File: src/rtl/demux_1_4_stream_pkg.sv
// Shared definitions for the 1-to-4 stream demultiplexer.
//   SEL_W / N_PORTS : width of the destination select and number of output ports
//   PORT_A..PORT_D  : destination indices carried on in_sel
//   slot_state_e    : state of a one-entry output holding register
//   sel_decode()    : destination index -> one-hot port mask
package demux_1_4_stream_pkg;

    localparam int SEL_W   = 2;
    localparam int N_PORTS = 4;

    localparam logic [SEL_W-1:0] PORT_A = 2'd0;
    localparam logic [SEL_W-1:0] PORT_B = 2'd1;
    localparam logic [SEL_W-1:0] PORT_C = 2'd2;
    localparam logic [SEL_W-1:0] PORT_D = 2'd3;

    typedef enum logic {
        SLOT_EMPTY = 1'b0,
        SLOT_FULL  = 1'b1
    } slot_state_e;

    function automatic logic [N_PORTS-1:0] sel_decode(input logic [SEL_W-1:0] sel);
        logic [N_PORTS-1:0] onehot;
        case (sel)
            PORT_A:  onehot = 4'b0001;
            PORT_B:  onehot = 4'b0010;
            PORT_C:  onehot = 4'b0100;
            PORT_D:  onehot = 4'b1000;
            default: onehot = 4'b0000;
        endcase
        return onehot;
    endfunction

endpackage

File: src/rtl/demux_out_slot.sv
// One output port of the demultiplexer: a one-entry valid/ready holding
// register plus a saturating count of beats handed to the consumer.
//   clk, rstn        : clock, asynchronous active-low reset
//   load, load_data  : upstream writes a beat into this slot (only when it can accept)
//   out_valid/ready  : downstream handshake; out_data holds the slot contents
//   cnt_clr          : synchronous clear of cnt, wins over a same-cycle increment
//   cnt              : beats delivered, saturating at all-ones
module demux_out_slot
    import demux_1_4_stream_pkg::*;
#(
    parameter int W     = 4,
    parameter int CNT_W = 8
) (
    input  logic             clk,
    input  logic             rstn,
    input  logic             load,
    input  logic [W-1:0]     load_data,
    input  logic             out_ready,
    output logic             out_valid,
    output logic [W-1:0]     out_data,
    input  logic             cnt_clr,
    output logic [CNT_W-1:0] cnt
);

    slot_state_e      state_q, state_d;
    logic [W-1:0]     data_q, data_d;
    logic [CNT_W-1:0] cnt_q, cnt_d;
    logic             drain;

    always_comb begin
        // NOTE: every always_comb output gets a default first so no path can infer a latch.
        state_d = state_q;
        data_d  = data_q;
        cnt_d   = cnt_q;

        drain = (state_q == SLOT_FULL) && out_ready;

        case (state_q)
            SLOT_EMPTY: if (load)           state_d = SLOT_FULL;
            SLOT_FULL:  if (drain && !load) state_d = SLOT_EMPTY;
            default:                        state_d = SLOT_EMPTY;
        endcase

        // A refill in the same cycle as a drain simply overwrites: no bubble.
        if (load) data_d = load_data;

        if (cnt_clr)
            cnt_d = '0;
        else if (drain && (cnt_q != {CNT_W{1'b1}}))
            cnt_d = cnt_q + CNT_W'(1);
    end

    // NOTE: the data register is reset too, so out_data never shows X after reset.
    always_ff @(posedge clk or negedge rstn) begin
        if (!rstn) begin
            // NOTE: sequential state uses non-blocking assignments so every flop samples pre-edge values.
            state_q <= SLOT_EMPTY;
            data_q  <= '0;
            cnt_q   <= '0;
        end else begin
            state_q <= state_d;
            data_q  <= data_d;
            cnt_q   <= cnt_d;
        end
    end

    assign out_valid = (state_q == SLOT_FULL);
    assign out_data  = data_q;
    assign cnt       = cnt_q;

endmodule

File: src/rtl/demux_1_4_stream.sv
// Registered 1-to-4 stream demultiplexer. Each accepted input beat is written
// into the holding slot of the port named by in_sel; each port drains
// independently through its own valid/ready handshake.
//   clk, rstn           : clock, asynchronous active-low reset
//   in_valid/in_ready   : producer handshake; in_ready looks only at the selected port
//   in_data, in_sel     : beat payload and destination (0..3 -> a..d)
//   out_valid/out_ready : per-port consumer handshakes, bit i = port i
//   out_data            : lane i = out_data[i*W +: W]
//   cnt_clr, cnt        : clear and read per-port delivered-beat counters
module demux_1_4_stream
    import demux_1_4_stream_pkg::*;
#(
    parameter int W     = 4,
    parameter int CNT_W = 8
) (
    input  logic                   clk,
    input  logic                   rstn,
    input  logic                   in_valid,
    output logic                   in_ready,
    input  logic [W-1:0]           in_data,
    input  logic [SEL_W-1:0]       in_sel,
    output logic [N_PORTS-1:0]     out_valid,
    input  logic [N_PORTS-1:0]     out_ready,
    output logic [N_PORTS*W-1:0]   out_data,
    input  logic                   cnt_clr,
    output logic [N_PORTS*CNT_W-1:0] cnt
);

    logic [N_PORTS-1:0] sel_onehot;
    logic [N_PORTS-1:0] load;
    logic               accept;

    always_comb begin
        sel_onehot = sel_decode(in_sel);
        // The selected slot can take a beat if it is empty or is draining this
        // same cycle. Other ports being full never blocks the producer.
        in_ready   = rstn & (~out_valid[in_sel] | out_ready[in_sel]);
        accept     = in_valid & in_ready;
        load       = sel_onehot & {N_PORTS{accept}};
    end

    for (genvar i = 0; i < N_PORTS; i++) begin : g_slot
        demux_out_slot #(
            .W     (W),
            .CNT_W (CNT_W)
        ) u_slot (
            .clk       (clk),
            .rstn      (rstn),
            .load      (load[i]),
            .load_data (in_data),
            .out_ready (out_ready[i]),
            .out_valid (out_valid[i]),
            .out_data  (out_data[i*W +: W]),
            .cnt_clr   (cnt_clr),
            .cnt       (cnt[i*CNT_W +: CNT_W])
        );
    end

endmodule

File: config.mk
export PLATFORM = sky130hd
export DESIGN_NAME = demux_1_4_stream
export DESIGN_NICKNAME = d
export VERILOG_FILES = /design/src/rtl/demux_1_4_stream_pkg.sv /design/src/rtl/demux_out_slot.sv /design/src/rtl/demux_1_4_stream.sv
export SDC_FILE = /design/constraint.sdc
export NUM_CORES = 1
export LEC_CHECK = 0
export BUFFER_PORTS_ARGS = -buffer_cell sky130_fd_sc_hd__buf_2
export CAP_MARGIN = 20
export CORE_MARGIN = 3
export CORE_UTILIZATION = 47
export CTS_CLUSTER_SIZE = 40
export DETAILED_ROUTE_END_ITERATION = 8
export GPL_TIMING_DRIVEN = 0
export PLACE_DENSITY = 0.78
export SETUP_SLACK_MARGIN = 0.15
export SYNTH_ARGS = -nofsm -noshare
export SYNTH_HDL_FRONTEND = slang
export SYNTH_HIERARCHICAL = 1
export SYNTH_SLANG_ARGS = --single-unit
File: constraint.sdc
create_clock -name clk -period 1.9 [get_ports clk]
set_input_delay 0.095 -clock clk [delete_from_list [all_inputs] [get_ports clk]]
set_output_delay 0.095 -clock clk [all_outputs]
set_load 0.05 [all_outputs]
==> metrics.md <==
| Metric | Value |
|---|---|
| Hold Crit Depth | 2 |
| Post-route minimum period | roughly 1700 ps |
| CTS tree | done |
| Final Non-Filler Cells | 383 |
| Crit end category | flip-flop |
| Top FF cell, synth | dfrtp_1 |
| GPL Wtd Cong | roughly 0.8 |
| Diodes inserted | 0 |
| WP buf/inv | 1 |
| Count of cell types in the netlist | 28 |
| Worst path required time | roughly 2100 ps |
| Die height | around 80 µm |
| Largest net degree at the start of global routing | 38 |
| Worst path cell trace | and4_1 -> a41o_1 -> buf_6 -> or3_1 -> a21oi_1 |
| Crit start category | flip-flop |
| Worst-Skew Late Latency | about 300 ps |
| Fill count | 414 |
| Core Rows | 25 |
| Crit path depth | 5 |
| Post-Syn Area | 0.002491 mm² |
| Cell count after synthesis | roughly 240 |
| CTS Buf Count | 5 |
| CP top delay family | simple AND/OR/NAND/NOR gates |
| Initial antenna violation count | 0 |
| WP data arrival | around 1900 ps |
| Post-Route Skew | 7.986 ps |
| Iteration-0 DRC Markers | 76 |
| Post-route ant nets | 0 |
| Total wire length | around 5700 µm |
| Detail-routed via count per cell | about 5.6 |
| Crit Path Class | reg2reg |
| Pre-Repair DR Iteration Count | 4 |
| Number of port buffers | 65 |
| Top Ports | between 60 and 70 |
| Status | finished, final reports clean |
| Fin crit share | between 80% and 90% |
| Placed cell areas | between 0.002 and 0.003 mm² |
| Post-synth top area cell | dfrtp_1 |
| Synth top area cells | dfrtp_1 52%, mux2_2 7.2%, a21oi_1 4.8%, or3_1 4.0%, o21ai_0 3.8% |
| DP Cell Count | roughly 370 |
| Leakage power | 1.458 nW |
| All-Layer GR Usage | 19.03% |
| CTS Sinks | 52 |
| Detailed Place HPWL | around 4000 µm |
| Max cap viols | 0 |
| Setup-failing EPs final | 0 |
| Root buf cell | clkbuf_8 |
| First-pass GRT wire length | 9508 µm |
| CP max stage delay | between 400 and 500 ps |
| Final slew viol count | 0 |
| Min-delay worst type | in2reg |
| Syn_nets | around 250 |
| Clk slew on worst S/H paths | around 100 ps |
| Die Footprint | 0.006210 mm² |
| Post-synth EDFFs | 0 |
| Syn_area_per_cell | between 10 and 15 µm² |
| Post-route cell area | around 0.0032 mm² |
| DR DRC count | 0 |
| Hold Violations, Final | 0 |
| Share of cells above drive strength 1 | between 40% and 50% |
| Vias in the first global route | slightly above 2000 |
| Peak supply drop | between 0.8 and 0.9 mV |
| Core Area | 0.004911 mm² |
| Clock buffer depth | 2 |
| Syn-to-layout area delta | 27.47% |
| Util after Layout | 64.66% |
| Crit Path Max Fanout | 10 |
| PD cells | about 800 mW/mm² |
| Highest clock rate | between 500 and 600 MHz |
| Seq/Total Area, Yosys | a little over half |
| Min Hold Slack | approximately 60 ps |
| Top-area cell type share of the netlist area | between 50% and 60% |
| Yosys warnings | 6 |
| Max-Slew Margin vs Limit | between 50% and 60% |
| WL per Instance | ~15 µm |
| Die width | a little under 80 µm |
| Vias after detailed routing | approximately 2100 |
| Crit-path slowest cell | dfrtp_2 |
| RSZ-0062 raised after global routing | false |
| Total grt overflow | 0 |
| Slew @ Worst Pin | slightly below 700 ps |
| Register bit total from synthesis | 52 |
| Async SR Flop Fraction | 100.0% |
| FF-to-FF path depth | 5 |
| Final #Nets | around 330 |
| # H-tree levels | 2 |
| Initial Util | between 50% and 60% |
[flip-flops by register name (all words and copies together) (netlist names)]
| signal | cells |
|---|---|
| g_slot.u_slot/out_data | 16 |
| g_slot.u_slot/cnt | 32 |
| g_slot.u_slot/out_valid | 4 |
[layout by cell type, fill, tap and decap left out, types with 2 or more instances in the layout]
cell	count
buf_4	4
dfrtp_1	28
inv_1	11
nand4_1	4
o31ai_1	8
buf_12	2
or3_1	15
a41o_1	4
ha_2	4
dlygate4sd3_1	2
and4_1	4
a21oi_1	23
or4_1	8
nand2_1	13
nand3_1	13
o21ai_0	19
dfrtp_2	24
nor3_2	2
mux2i_1	4
clkbuf_8	5
buf_1	4
xor2_1	4
mux2_2	16
nor2_1	10
buf_6	4
buf_2	65
a21o_1	4
[cells in the mapped netlist (4+ instances only)]
| library cell | number |
|---|---|
| a21o_1 | 4 |
| a21oi_1 | 24 |
| a41o_1 | 4 |
| and4_1 | 4 |
| buf_1 | 4 |
| buf_6 | 4 |
| dfrtp_1 | 52 |
| ha_1 | 4 |
| inv_1 | 11 |
| mux2_2 | 16 |
| mux2i_1 | 4 |
| nand2_1 | 13 |
| nand3_1 | 13 |
| nand4_1 | 4 |
| nor2_1 | 10 |
| o21ai_0 | 19 |
| o31ai_1 | 8 |
| or3_1 | 16 |
| or4_1 | 8 |
| xor2_1 | 4 |
[what timing repair did]
item / 4_1_cts / 5_1_grt
endpoints found under the hold margin: 15 / 0
hold buffers: 3 / 0
resized for setup: 1 / 8
pin swaps: 0 / 3
buffers inserted: 0 / 4
setup endpoints to repair: 4 / 15
[per-stage QoR]
stage          TNS [ps]  setup slack, ps  power, mW
6_report              0            230.5      2.616
5_1_grt               0            141.2      2.726
4_1_cts               0            182.1      2.637
3_5_place_dp      -2118           -286.9      1.881
3_3_place_gp      -9469           -703.0      1.864
2_1_floorplan         0            170.4      1.703
[worst register-to-register path, delay by kind of cell, from the launching register on]
| kind | cells | cell delay (ps) |
|---|---|---|
| and+or+nand+nor | 2 | 560 |
| DFF | 1 | 450 |
| AOI/OAI and AO/OA | 2 | 450 |
| buffers and inverters | 1 | 150 |
[kinds of logic after synthesis]
logic type	count (synthesis)	share of synthesized area, %
mux	20	8.840
simple gates	75	16.98
buf+inv	19	4.068
flops	52	52.24
xor+xnor	4	1.406
compound gates	61	14.47
fa+ha+maj	4	2.009
[metal layers]
layer | share of wire [%] | wire length [µm] | GRT usage, % | vias up
met5 | 0 | 0 | 0 | -
met4 | 0.37 | 21 | 5.245 | 0
met3 | 7.4 | 421 | 5.782 | 2
met2 | 48 | 2699 | 30.73 | 58
met1 | 45 | 2524 | 24.85 | 1031
li1 | - | - | - | 1038
[power breakdown]
group | switching, mW | internal [mW] | total (mW)
Combinational | 0.460 | 0.169 | 0.629
Sequential | 0.0507 | 1.19 | 1.24
Clock | 0.352 | 0.391 | 0.744
Total | 0.863 | 1.75 | 2.62
[worst paths after layout]
kind	from	endpoint	slack (ps)
min reg2reg	g_slot[1].u_slot/out_data[0]	g_slot[1].u_slot/out_data[0]	510
max	g_slot[3].u_slot/cnt[4]	g_slot[3].u_slot/cnt[7]	230
max in group asynchronous	rstn	g_slot[3].u_slot/cnt[4]	1010
min	in_data[3]	g_slot[1].u_slot/out_data[3]	60
max reg2reg	g_slot[3].u_slot/cnt[4]	g_slot[3].u_slot/cnt[7]	230
min in group asynchronous	rstn	g_slot[0].u_slot/cnt[4]	410
[layout make-up]
class,count,area (µm²),area share [%]
Multi-Input combinational cell,164,1136,35.78
Clock inverter,2,35.03,1.103
Clock buffer,6,72.57,2.285
Inverter,11,41.29,1.300
Buffer,8,60.06,1.891
Timing Repair Buffer,73,415.4,13.08
Tap cell,67,83.83,2.640
Sequential cell,52,1331,41.92
Power figures use the tool's default switching activity.
